[src/rtl/riscv_pkg.sv]
// Shared RV32I types for the multi-cycle core: datapath select encodings,
// controller states, trap causes and the decoded control bundle.
package riscv_pkg;

    typedef enum logic [3:0] {
        ALU_ADD  = 4'd0,
        ALU_SUB  = 4'd1,
        ALU_SLL  = 4'd2,
        ALU_SLT  = 4'd3,
        ALU_SLTU = 4'd4,
        ALU_XOR  = 4'd5,
        ALU_SRL  = 4'd6,
        ALU_SRA  = 4'd7,
        ALU_OR   = 4'd8,
        ALU_AND  = 4'd9
    } alu_op_e;

    typedef enum logic [1:0] {
        MEM_BYTE = 2'd0,
        MEM_HALF = 2'd1,
        MEM_WORD = 2'd2
    } mem_size_e;

    typedef enum logic [1:0] {
        ALU_A_RS1  = 2'd0,
        ALU_A_PC   = 2'd1,
        ALU_A_ZERO = 2'd2
    } alu_src_a_e;

    typedef enum logic {
        ALU_B_RS2 = 1'b0,
        ALU_B_IMM = 1'b1
    } alu_src_b_e;

    typedef enum logic [2:0] {
        IMM_I = 3'd0,
        IMM_S = 3'd1,
        IMM_B = 3'd2,
        IMM_U = 3'd3,
        IMM_J = 3'd4
    } imm_src_e;

    typedef enum logic [1:0] {
        PC_SRC_PC4        = 2'd0,
        PC_SRC_BRANCH_JAL = 2'd1,
        PC_SRC_JALR       = 2'd2
    } pc_src_e;

    typedef enum logic [1:0] {
        RESULT_SRC_ALU    = 2'd0,
        RESULT_SRC_MEM    = 2'd1,
        RESULT_SRC_PC4    = 2'd2,
        RESULT_SRC_MULDIV = 2'd3
    } result_src_e;

    typedef enum logic [2:0] {
        S_FETCH  = 3'd0,
        S_DECODE = 3'd1,
        S_EXEC   = 3'd2,
        S_MEM    = 3'd3,
        S_WB     = 3'd4,
        S_TRAP   = 3'd5
    } state_e;

    typedef enum logic [1:0] {
        TRAP_NONE    = 2'd0,
        TRAP_ILLEGAL = 2'd1,
        TRAP_IMEM    = 2'd2,
        TRAP_DMEM    = 2'd3
    } trap_cause_e;

    localparam logic [6:0] OPCODE_LUI    = 7'b0110111;
    localparam logic [6:0] OPCODE_AUIPC  = 7'b0010111;
    localparam logic [6:0] OPCODE_JAL    = 7'b1101111;
    localparam logic [6:0] OPCODE_JALR   = 7'b1100111;
    localparam logic [6:0] OPCODE_BRANCH = 7'b1100011;
    localparam logic [6:0] OPCODE_LOAD   = 7'b0000011;
    localparam logic [6:0] OPCODE_STORE  = 7'b0100011;
    localparam logic [6:0] OPCODE_OP_IMM = 7'b0010011;
    localparam logic [6:0] OPCODE_OP     = 7'b0110011;

    localparam logic [6:0] FUNCT7_BASE   = 7'b0000000;
    localparam logic [6:0] FUNCT7_ALT    = 7'b0100000;
    localparam logic [6:0] FUNCT7_MULDIV = 7'b0000001;

    typedef struct packed {
        alu_op_e     alu_control;
        alu_src_a_e  alu_src_a_sel;
        alu_src_b_e  alu_src_b_sel;
        imm_src_e    imm_src;
        result_src_e result_src;
        mem_size_e   mem_size;
        logic        mem_usign_load;
        logic        is_load;
        logic        is_store;
        logic        is_branch;
        logic        is_jal;
        logic        is_jalr;
        logic        is_muldiv;
        logic [2:0]  funct3;
    } ctrl_bundle_t;

    localparam ctrl_bundle_t CTRL_DEFAULT = '{
        alu_control:    ALU_ADD,
        alu_src_a_sel:  ALU_A_RS1,
        alu_src_b_sel:  ALU_B_RS2,
        imm_src:        IMM_I,
        result_src:     RESULT_SRC_ALU,
        mem_size:       MEM_WORD,
        mem_usign_load: 1'b0,
        is_load:        1'b0,
        is_store:       1'b0,
        is_branch:      1'b0,
        is_jal:         1'b0,
        is_jalr:        1'b0,
        is_muldiv:      1'b0,
        funct3:         3'd0
    };

    // alt selects SUB for funct3=000 and SRA for funct3=101
    function automatic alu_op_e alu_op_from_funct(input logic [2:0] f3, input logic alt);
        alu_op_e op;
        case (f3)
            3'b000:  op = alt ? ALU_SUB : ALU_ADD;
            3'b001:  op = ALU_SLL;
            3'b010:  op = ALU_SLT;
            3'b011:  op = ALU_SLTU;
            3'b100:  op = ALU_XOR;
            3'b101:  op = alt ? ALU_SRA : ALU_SRL;
            3'b110:  op = ALU_OR;
            3'b111:  op = ALU_AND;
            default: op = ALU_ADD;
        endcase
        return op;
    endfunction

endpackage

[src/rtl/instr_decoder.sv]
// Combinational RV32I(M) decoder: opcode/funct fields to a control bundle
// plus an illegal-instruction flag.
module instr_decoder
    import riscv_pkg::*;
#(
    parameter bit ENABLE_M = 1'b0
) (
    input  logic [6:0]   opcode,
    input  logic [2:0]   funct3,
    input  logic [6:0]   funct7,
    output ctrl_bundle_t ctrl,
    output logic         illegal
);

    // Decode one instruction; anything not recognised raises illegal
    always_comb begin
        ctrl        = CTRL_DEFAULT;
        ctrl.funct3 = funct3;
        illegal     = 1'b0;
        case (opcode)
            OPCODE_LUI: begin
                ctrl.alu_src_a_sel = ALU_A_ZERO;
                ctrl.alu_src_b_sel = ALU_B_IMM;
                ctrl.imm_src       = IMM_U;
            end
            OPCODE_AUIPC: begin
                ctrl.alu_src_a_sel = ALU_A_PC;
                ctrl.alu_src_b_sel = ALU_B_IMM;
                ctrl.imm_src       = IMM_U;
            end
            OPCODE_JAL: begin
                ctrl.alu_src_a_sel = ALU_A_PC;
                ctrl.alu_src_b_sel = ALU_B_IMM;
                ctrl.imm_src       = IMM_J;
                ctrl.result_src    = RESULT_SRC_PC4;
                ctrl.is_jal        = 1'b1;
            end
            OPCODE_JALR: begin
                ctrl.alu_src_b_sel = ALU_B_IMM;
                ctrl.imm_src       = IMM_I;
                ctrl.result_src    = RESULT_SRC_PC4;
                ctrl.is_jalr       = 1'b1;
                illegal            = (funct3 != 3'b000);
            end
            OPCODE_BRANCH: begin
                ctrl.alu_control = ALU_SUB;
                ctrl.imm_src     = IMM_B;
                ctrl.is_branch   = 1'b1;
                illegal          = (funct3 == 3'b010) || (funct3 == 3'b011);
            end
            OPCODE_LOAD: begin
                ctrl.alu_src_b_sel  = ALU_B_IMM;
                ctrl.result_src     = RESULT_SRC_MEM;
                ctrl.is_load        = 1'b1;
                ctrl.mem_usign_load = funct3[2];
                case (funct3[1:0])
                    2'b00:   ctrl.mem_size = MEM_BYTE;
                    2'b01:   ctrl.mem_size = MEM_HALF;
                    2'b10:   illegal = funct3[2];
                    default: illegal = 1'b1;
                endcase
            end
            OPCODE_STORE: begin
                ctrl.alu_src_b_sel = ALU_B_IMM;
                ctrl.imm_src       = IMM_S;
                ctrl.is_store      = 1'b1;
                case (funct3)
                    3'b000:  ctrl.mem_size = MEM_BYTE;
                    3'b001:  ctrl.mem_size = MEM_HALF;
                    3'b010:  ctrl.mem_size = MEM_WORD;
                    default: illegal = 1'b1;
                endcase
            end
            OPCODE_OP_IMM: begin
                ctrl.alu_src_b_sel = ALU_B_IMM;
                ctrl.alu_control   = alu_op_from_funct(funct3,
                                         (funct3 == 3'b101) && (funct7 == FUNCT7_ALT));
                // shift-immediates carry funct7 in imm[11:5]
                if (funct3 == 3'b001) begin
                    illegal = (funct7 != FUNCT7_BASE);
                end else if (funct3 == 3'b101) begin
                    illegal = (funct7 != FUNCT7_BASE) && (funct7 != FUNCT7_ALT);
                end else begin
                    illegal = 1'b0;
                end
            end
            OPCODE_OP: begin
                if (funct7 == FUNCT7_MULDIV) begin
                    if (ENABLE_M) begin
                        ctrl.is_muldiv  = 1'b1;
                        ctrl.result_src = RESULT_SRC_MULDIV;
                    end else begin
                        illegal = 1'b1;
                    end
                end else if (funct7 == FUNCT7_BASE) begin
                    ctrl.alu_control = alu_op_from_funct(funct3, 1'b0);
                end else if ((funct7 == FUNCT7_ALT) &&
                             ((funct3 == 3'b000) || (funct3 == 3'b101))) begin
                    ctrl.alu_control = alu_op_from_funct(funct3, 1'b1);
                end else begin
                    illegal = 1'b1;
                end
            end
            default: illegal = 1'b1;
        endcase
    end

endmodule

[src/rtl/mc_control_unit.sv]
// Multi-cycle RV32I(M) control FSM: sequences FETCH/DECODE/EXEC/MEM/WB,
// handshakes with imem/dmem/mul-div, times out stalled buses into S_TRAP.
module mc_control_unit
    import riscv_pkg::*;
#(
    parameter bit          ENABLE_M    = 1'b0,
    parameter int unsigned MEM_TIMEOUT = 16,
    parameter int unsigned CNT_W       = 32
) (
    input  logic             clk,
    input  logic             rst_n,
    input  logic [6:0]       opcode,
    input  logic [2:0]       funct3,
    input  logic [6:0]       funct7,
    input  logic             zero_flag,
    input  logic             negative_flag,
    input  logic             carry_flag,
    input  logic             overflow_flag,
    input  logic             imem_ready,
    input  logic             dmem_ready,
    input  logic             muldiv_done,
    output logic             imem_req,
    output logic             dmem_req,
    output logic             mem_write,
    output mem_size_e        mem_size,
    output logic             mem_usign_load,
    output logic             ir_write,
    output logic             pc_write,
    output logic             reg_write_enable,
    output logic             muldiv_start,
    output alu_op_e          alu_control,
    output alu_src_a_e       alu_src_a_sel,
    output alu_src_b_e       alu_src_b_sel,
    output imm_src_e         imm_src,
    output pc_src_e          pc_src,
    output result_src_e      result_src,
    output logic             trap,
    output trap_cause_e      trap_cause,
    output state_e           state,
    output logic [CNT_W-1:0] instret
);

    localparam logic [7:0] TIMEOUT_LAST = 8'(MEM_TIMEOUT - 1);

    ctrl_bundle_t dec_ctrl_s;
    logic         dec_illegal_s;
    ctrl_bundle_t ctrl_r;
    logic [7:0]   wait_cnt_r;
    logic         pc_write_r;
    pc_src_e      pc_src_r;
    logic         branch_taken_s;
    logic         store_retire_s;
    pc_src_e      wb_pc_src_s;

    instr_decoder #(.ENABLE_M(ENABLE_M)) u_decoder (
        .opcode  (opcode),
        .funct3  (funct3),
        .funct7  (funct7),
        .ctrl    (dec_ctrl_s),
        .illegal (dec_illegal_s)
    );

    assign alu_control   = ctrl_r.alu_control;
    assign alu_src_a_sel = ctrl_r.alu_src_a_sel;
    assign alu_src_b_sel = ctrl_r.alu_src_b_sel;
    assign imm_src       = ctrl_r.imm_src;
    assign result_src    = ctrl_r.result_src;

    // carry_flag is the carry-out of rs1 + ~rs2 + 1, so carry=0 means rs1 < rs2 unsigned
    always_comb begin
        case (ctrl_r.funct3)
            3'b000:  branch_taken_s = zero_flag;
            3'b001:  branch_taken_s = !zero_flag;
            3'b100:  branch_taken_s = negative_flag ^ overflow_flag;
            3'b101:  branch_taken_s = !(negative_flag ^ overflow_flag);
            3'b110:  branch_taken_s = !carry_flag;
            3'b111:  branch_taken_s = carry_flag;
            default: branch_taken_s = 1'b0;
        endcase
    end

    // Flags are only valid during EXEC and a store retires on the dmem_ready
    // cycle itself, so those two cases bypass the registered pc controls.
    always_comb begin
        store_retire_s = rst_n && (state == S_MEM) && ctrl_r.is_store && dmem_req && dmem_ready;
        pc_write       = pc_write_r | store_retire_s;
        if ((state == S_EXEC) && ctrl_r.is_branch) begin
            pc_src = branch_taken_s ? PC_SRC_BRANCH_JAL : PC_SRC_PC4;
        end else begin
            pc_src = pc_src_r;
        end
        if (ctrl_r.is_jal) begin
            wb_pc_src_s = PC_SRC_BRANCH_JAL;
        end else if (ctrl_r.is_jalr) begin
            wb_pc_src_s = PC_SRC_JALR;
        end else begin
            wb_pc_src_s = PC_SRC_PC4;
        end
    end

    // Main sequencer: state, registered enables/pulses, wait counter, instret
    always_ff @(posedge clk) begin
        if (!rst_n) begin
            state            <= S_FETCH;
            imem_req         <= 1'b0;
            dmem_req         <= 1'b0;
            mem_write        <= 1'b0;
            mem_size         <= CTRL_DEFAULT.mem_size;
            mem_usign_load   <= 1'b0;
            ir_write         <= 1'b0;
            pc_write_r       <= 1'b0;
            reg_write_enable <= 1'b0;
            muldiv_start     <= 1'b0;
            pc_src_r         <= PC_SRC_PC4;
            ctrl_r           <= CTRL_DEFAULT;
            trap             <= 1'b0;
            trap_cause       <= TRAP_NONE;
            wait_cnt_r       <= 8'd0;
            instret          <= '0;
        end else begin
            ir_write         <= 1'b0;
            pc_write_r       <= 1'b0;
            reg_write_enable <= 1'b0;
            muldiv_start     <= 1'b0;
            pc_src_r         <= PC_SRC_PC4;
            wait_cnt_r       <= 8'd0;
            case (state)
                S_FETCH: begin
                    // the first FETCH after reset spends one cycle raising imem_req
                    if (!imem_req) begin
                        imem_req <= 1'b1;
                    end else if (imem_ready) begin
                        imem_req <= 1'b0;
                        ir_write <= 1'b1;
                        state    <= S_DECODE;
                    end else if (wait_cnt_r == TIMEOUT_LAST) begin
                        imem_req   <= 1'b0;
                        trap       <= 1'b1;
                        trap_cause <= TRAP_IMEM;
                        state      <= S_TRAP;
                    end else begin
                        wait_cnt_r <= wait_cnt_r + 8'd1;
                    end
                end
                S_DECODE: begin
                    ctrl_r <= dec_ctrl_s;
                    if (dec_illegal_s) begin
                        trap       <= 1'b1;
                        trap_cause <= TRAP_ILLEGAL;
                        state      <= S_TRAP;
                    end else begin
                        pc_write_r   <= dec_ctrl_s.is_branch;
                        muldiv_start <= dec_ctrl_s.is_muldiv;
                        state        <= S_EXEC;
                    end
                end
                S_EXEC: begin
                    if (ctrl_r.is_branch) begin
                        instret  <= instret + CNT_W'(1);
                        imem_req <= 1'b1;
                        state    <= S_FETCH;
                    end else if (ctrl_r.is_load || ctrl_r.is_store) begin
                        dmem_req       <= 1'b1;
                        mem_write      <= ctrl_r.is_store;
                        mem_size       <= ctrl_r.mem_size;
                        mem_usign_load <= ctrl_r.mem_usign_load;
                        state          <= S_MEM;
                    end else if (ctrl_r.is_muldiv && !muldiv_done) begin
                        state <= S_EXEC;
                    end else begin
                        reg_write_enable <= 1'b1;
                        pc_write_r       <= 1'b1;
                        pc_src_r         <= wb_pc_src_s;
                        state            <= S_WB;
                    end
                end
                S_MEM: begin
                    if (dmem_ready) begin
                        dmem_req       <= 1'b0;
                        mem_write      <= 1'b0;
                        mem_usign_load <= 1'b0;
                        if (ctrl_r.is_store) begin
                            instret  <= instret + CNT_W'(1);
                            imem_req <= 1'b1;
                            state    <= S_FETCH;
                        end else begin
                            reg_write_enable <= 1'b1;
                            pc_write_r       <= 1'b1;
                            state            <= S_WB;
                        end
                    end else if (wait_cnt_r == TIMEOUT_LAST) begin
                        dmem_req       <= 1'b0;
                        mem_write      <= 1'b0;
                        mem_usign_load <= 1'b0;
                        trap           <= 1'b1;
                        trap_cause     <= TRAP_DMEM;
                        state          <= S_TRAP;
                    end else begin
                        wait_cnt_r <= wait_cnt_r + 8'd1;
                    end
                end
                S_WB: begin
                    instret  <= instret + CNT_W'(1);
                    imem_req <= 1'b1;
                    state    <= S_FETCH;
                end
                S_TRAP: begin
                    state <= S_TRAP;
                end
                default: begin
                    trap       <= 1'b1;
                    trap_cause <= TRAP_ILLEGAL;
                    state      <= S_TRAP;
                end
            endcase
        end
    end

endmodule

[config.mk]
export PLATFORM = sky130hd
export DESIGN_NAME = mc_control_unit
export DESIGN_NICKNAME = d
export VERILOG_FILES = /design/src/rtl/riscv_pkg.sv /design/src/rtl/instr_decoder.sv /design/src/rtl/mc_control_unit.sv
export SDC_FILE = /design/constraint.sdc
export NUM_CORES = 1
export LEC_CHECK = 0
export BUFFER_PORTS_ARGS = -buffer_cell sky130_fd_sc_hd__buf_2
export CORE_UTILIZATION = 30
export CTS_BUF_LIST = sky130_fd_sc_hd__clkbuf_4
export CTS_CLUSTER_SIZE = 28
export DETAILED_ROUTE_END_ITERATION = 10
export SLEW_MARGIN = 5
export SYNTH_ARGS = -nofsm -noshare
export SYNTH_HDL_FRONTEND = slang
export SYNTH_SLANG_ARGS = --single-unit
export TNS_END_PERCENT = 50
[constraint.sdc]
create_clock -name clk -period 1.81 [get_ports clk]
set_clock_uncertainty 0.1 [all_clocks]
set_input_delay 0 -clock clk [delete_from_list [all_inputs] [get_ports clk]]
set_output_delay 0 -clock clk [all_outputs]
set_load 0.01 [all_outputs]
==> flow_metrics.py <==
metrics = {
    "outcome": {
        "status": "complete, but fails checks",
        "violations": "setup timing",
    },
    "power": {
        "p_switching_mw": 1.22,
        "power_mw": 3.70,
        "clkPwrFrac_pct": 25.5,
        "power_leakage_nw": 2.42,
        "p_int_mw": 2.48,
        "p_comb_share_pct": 24.6,
        "sequentialPowerShare_pct": 49.9,
        "cellPowerDensity_nw_per_um2": 631,
        "peakVddDrop_mv": 0.322,
        "power.share.switching_pct": 33.0,
    },
    "setup_path": {
        "critPathMaxFanout": 5,
        "critical_path_class": "register to register",
        "worst_setup_path_end_kind": "register",
        "path_cells": "and4_4 -> and3_4 -> nand4_4 -> buf_6 -> buf_4 -> o31ai_1 -> a21oi_2",
        "timing.critical_path.buf_inv": 2,
        "worst_ep_arrival_time_ns": 2.09,
        "reg2reg_depth": 7,
        "crit_cells": 7,
        "cpLargestDelayFamily": "simple AND/OR/NAND/NOR gates",
        "critPathRequiredTime_ns": 2.05,
        "slowest_stage": "dfxtp_2",
        "critPathLaunchType": "register",
        "critPathMaxStageDelay_ns": 0.38,
    },
    "clock_network": {
        "clk_latency_ns": 0.43,
        "clock_sinks": 78,
        "cts_buffers": 9,
        "cts_tree": "done",
        "htree_levels": 3,
        "path_clk_slew_ns": 0.14,
        "cts_root_buf": "clkbuf_4",
        "clockBufferDepth": 2,
    },
    "synth": {
        "syn_area_per_cell_um2": 8.29,
        "yosysWarnings": 0,
        "synth_cell_types": 76,
        "synth_top_area_share_pct": 37.1,
        "async_flop_share_pct": 0,
        "synth_area_um2": 4210,
        "ys_ff_latch": 78,
        "synth_edf_count": 0,
        "ys_seq_area_share_pct": 37.1,
        "yosys.area.top_type": "dfxtp_1",
        "syn_nets": 541,
        "synth-main-ff-cell": "dfxtp_1",
        "synth.area.top_cells": "dfxtp_1 37%, nor2_1 5.0%, nand2_1 4.5%, a21oi_1 3.8%, xnor2_1 3.5%",
        "synthCells": 508,
    },
    "die": {
        "die_w_um": 120,
        "rows": 42,
        "start_util_pct": 31.3,
        "design.core.area_um2": 13500,
        "die-area_um2": 14500,
        "die_y_um": 120,
        "io_pins": 88,
    },
    "finish": {
        "syn_to_final_growth_pct": 39.2,
        "finalCoreUtilization_pct": 43.5,
        "fill_cells": 1351,
        "final_layout_size_suffix_gt1_share_pct": 37.9,
        "fin_nets": 703,
    },
    "global_route": {
        "grt_antenna_before_repair": 0,
        "grtUsageTotal_pct": 17.0,
        "grt_pass1_vias": 4125,
        "grt_overflow": 0,
        "grt_max_degree": 33,
        "grt_pass1_wl_um": 19800,
    },
    "placement": {
        "hpwlAfterDp_um": 8900,
        "io_buffers": 85,
        "gp_congestion": 0.834,
        "pre_cts_ws_ns": -0.0882,
    },
    "sta": {
        "slew_viol_final": 0,
        "fin_hold_ws_ns": 0.0372,
        "tightest_slew_ns": 0.621,
        "hold_viol": 0,
        "setup-tns-final_ns": -0.0806,
        "fin_crit_ns": 1.86,
        "timing.fmax_mhz": 539,
        "rsz0062_at_grt": "yes",
        "finalWorstSetupSlack_ns": -0.0454,
        "finalSetupViolations": 3,
        "slew_headroom_pct": 58.5,
        "fin_crit_sh_pct": 103,
    },
    "routing": {
        "wl_per_cell_um": 14.1,
        "top_layer": "met4",
        "num_vias": 4305,
        "drt-pass1-iter-count": 4,
        "drt-met1-wl_um": 5490,
        "drc": 0,
        "dr_wl_met3_um": 448,
        "ant_nets": 0,
        "drt_wl_total_um": 12000,
        "via_per_inst": 5.05,
        "drt-initial-drc-count": 216,
        "wl_met2_um": 5810,
    },
    "worst_hold_path": {
        "min_delay_path_depth": 6,
        "hp-class": "input port to register",
    },
    "run": {
        "maxCapViolations": 0,
    },
}
-- stage by stage --
step	std cells	area [µm²]
6_report	852	5860
2_1_floorplan	508	4310
4_1_cts	847	5710
3_3_place_gp	805	5290
5_1_grt	851	5860
3_5_place_dp	805	5290
-- layout by cell type, fill, tap and decap left out, drive strengths merged, types with 11 or more instances in the layout --
master	count
a21oi	32
buf	173
dfxtp	78
dlygate4sd3	17
inv	16
nand2	51
nand3	22
nand4	14
nor2	56
nor3	16
o21ai	22
o31ai	12
xnor2	17
xor2	11
-- synth_stat cells, drive strengths merged (3+ instances only) --
library cell  count
dfxtp            78
nor2             56
nand2            51
a21oi            32
clkbuf           22
nand3            22
o21ai            22
buf              18
xnor2            17
nor3             16
nand4            13
inv              12
o31ai            12
xor2             11
or4              10
or3               9
nor4              8
ha                7
nand2b            7
a31oi             5
and2              5
and3              5
mux2i             5
nor2b             5
o211ai            5
a211oi            4
and4              4
nor4b             4
nand3b            3
-- power by group through the flow --
stage / registers [mW] / clock network, mW / logic, mW
after floorplan: 1.89 / 0 / 0.514
after global placement: 1.88 / 0 / 0.815
after detailed placement: 1.88 / 0 / 0.829
after CTS: 1.84 / 0.990 / 0.877
after global routing: 1.86 / 1.06 / 1.00
final: 1.85 / 0.941 / 0.911
-- registers in the layout, indices dropped and copies added (netlist names), 2 cells and up --
register       count
instret           32
ctrl_r            10
wait_cnt_r         8
alu_control        4
imm_src            3
state              3
alu_src_a_sel      2
mem_size           2
pc_src_r           2
trap_cause         2
-- worst paths after layout --
kind                                     from              to  slack [ns]
worst max-delay path               instret[9]     instret[26]       -0.05
worst min-delay path                funct7[6]  alu_control[0]        0.04
worst max register to register     instret[9]     instret[26]       -0.05
worst min register to register  wait_cnt_r[0]   wait_cnt_r[0]        0.34
-- worst min-delay path, delay by kind of cell --
family / cells / cell delay [ns]
AOI/OAI and AO/OA: 2 / 0.24
and+or+nand+nor: 3 / 0.20
buffers and inverters: 1 / 0.09
-- area by class of cell --
| class | instances | area (µm²) | share of cell area [%] |
|---|---|---|---|
| Tap cell | 176 | 220 | 3.76 |
| Antenna cell | 1 | 2.50 | 0.0427 |
| Inverter | 12 | 45.0 | 0.769 |
| Clock buffer | 9 | 67.6 | 1.15 |
| Sequential cell | 78 | 1600 | 27.3 |
| Multi-Input combinational cell | 379 | 2580 | 44.0 |
| Timing Repair Buffer | 190 | 1300 | 22.2 |
| Clock inverter | 7 | 45.0 | 0.769 |
-- logic make-up (layout without fill, tap and decap cells) --
kind of cell | after synthesis | count (layout) | share of synthesized area (%)
mux | 7 | 7 | 1.99
flops | 78 | 78 | 37.1
xor+xnor | 28 | 28 | 5.83
other cells | 1 | 2 | 0.0891
buf+inv | 52 | 218 | 6.09
compound gates | 107 | 107 | 17.0
simple gates | 228 | 229 | 29.8
fa+ha+maj | 7 | 7 | 2.08
-- repair_timing --
action / CTS / global route
cloned: 1 / 0
endpoints found under the setup margin: 19 / 32
hold buffers: 17 / 0
endpoints found under the hold margin: 37 / 0
pin swaps: 10 / 11
setup buffers: 8 / 4
resized for setup: 20 / 31
-- routing by layer --
layer  vias up  global-route usage (%)
met5         -                       0
met4         0                    7.25
met3        25                    2.36
met2       118                    28.6
met1      2008                    21.8
li1       2154                       -
No activity file was read; power rests on OpenSTA's default activity.
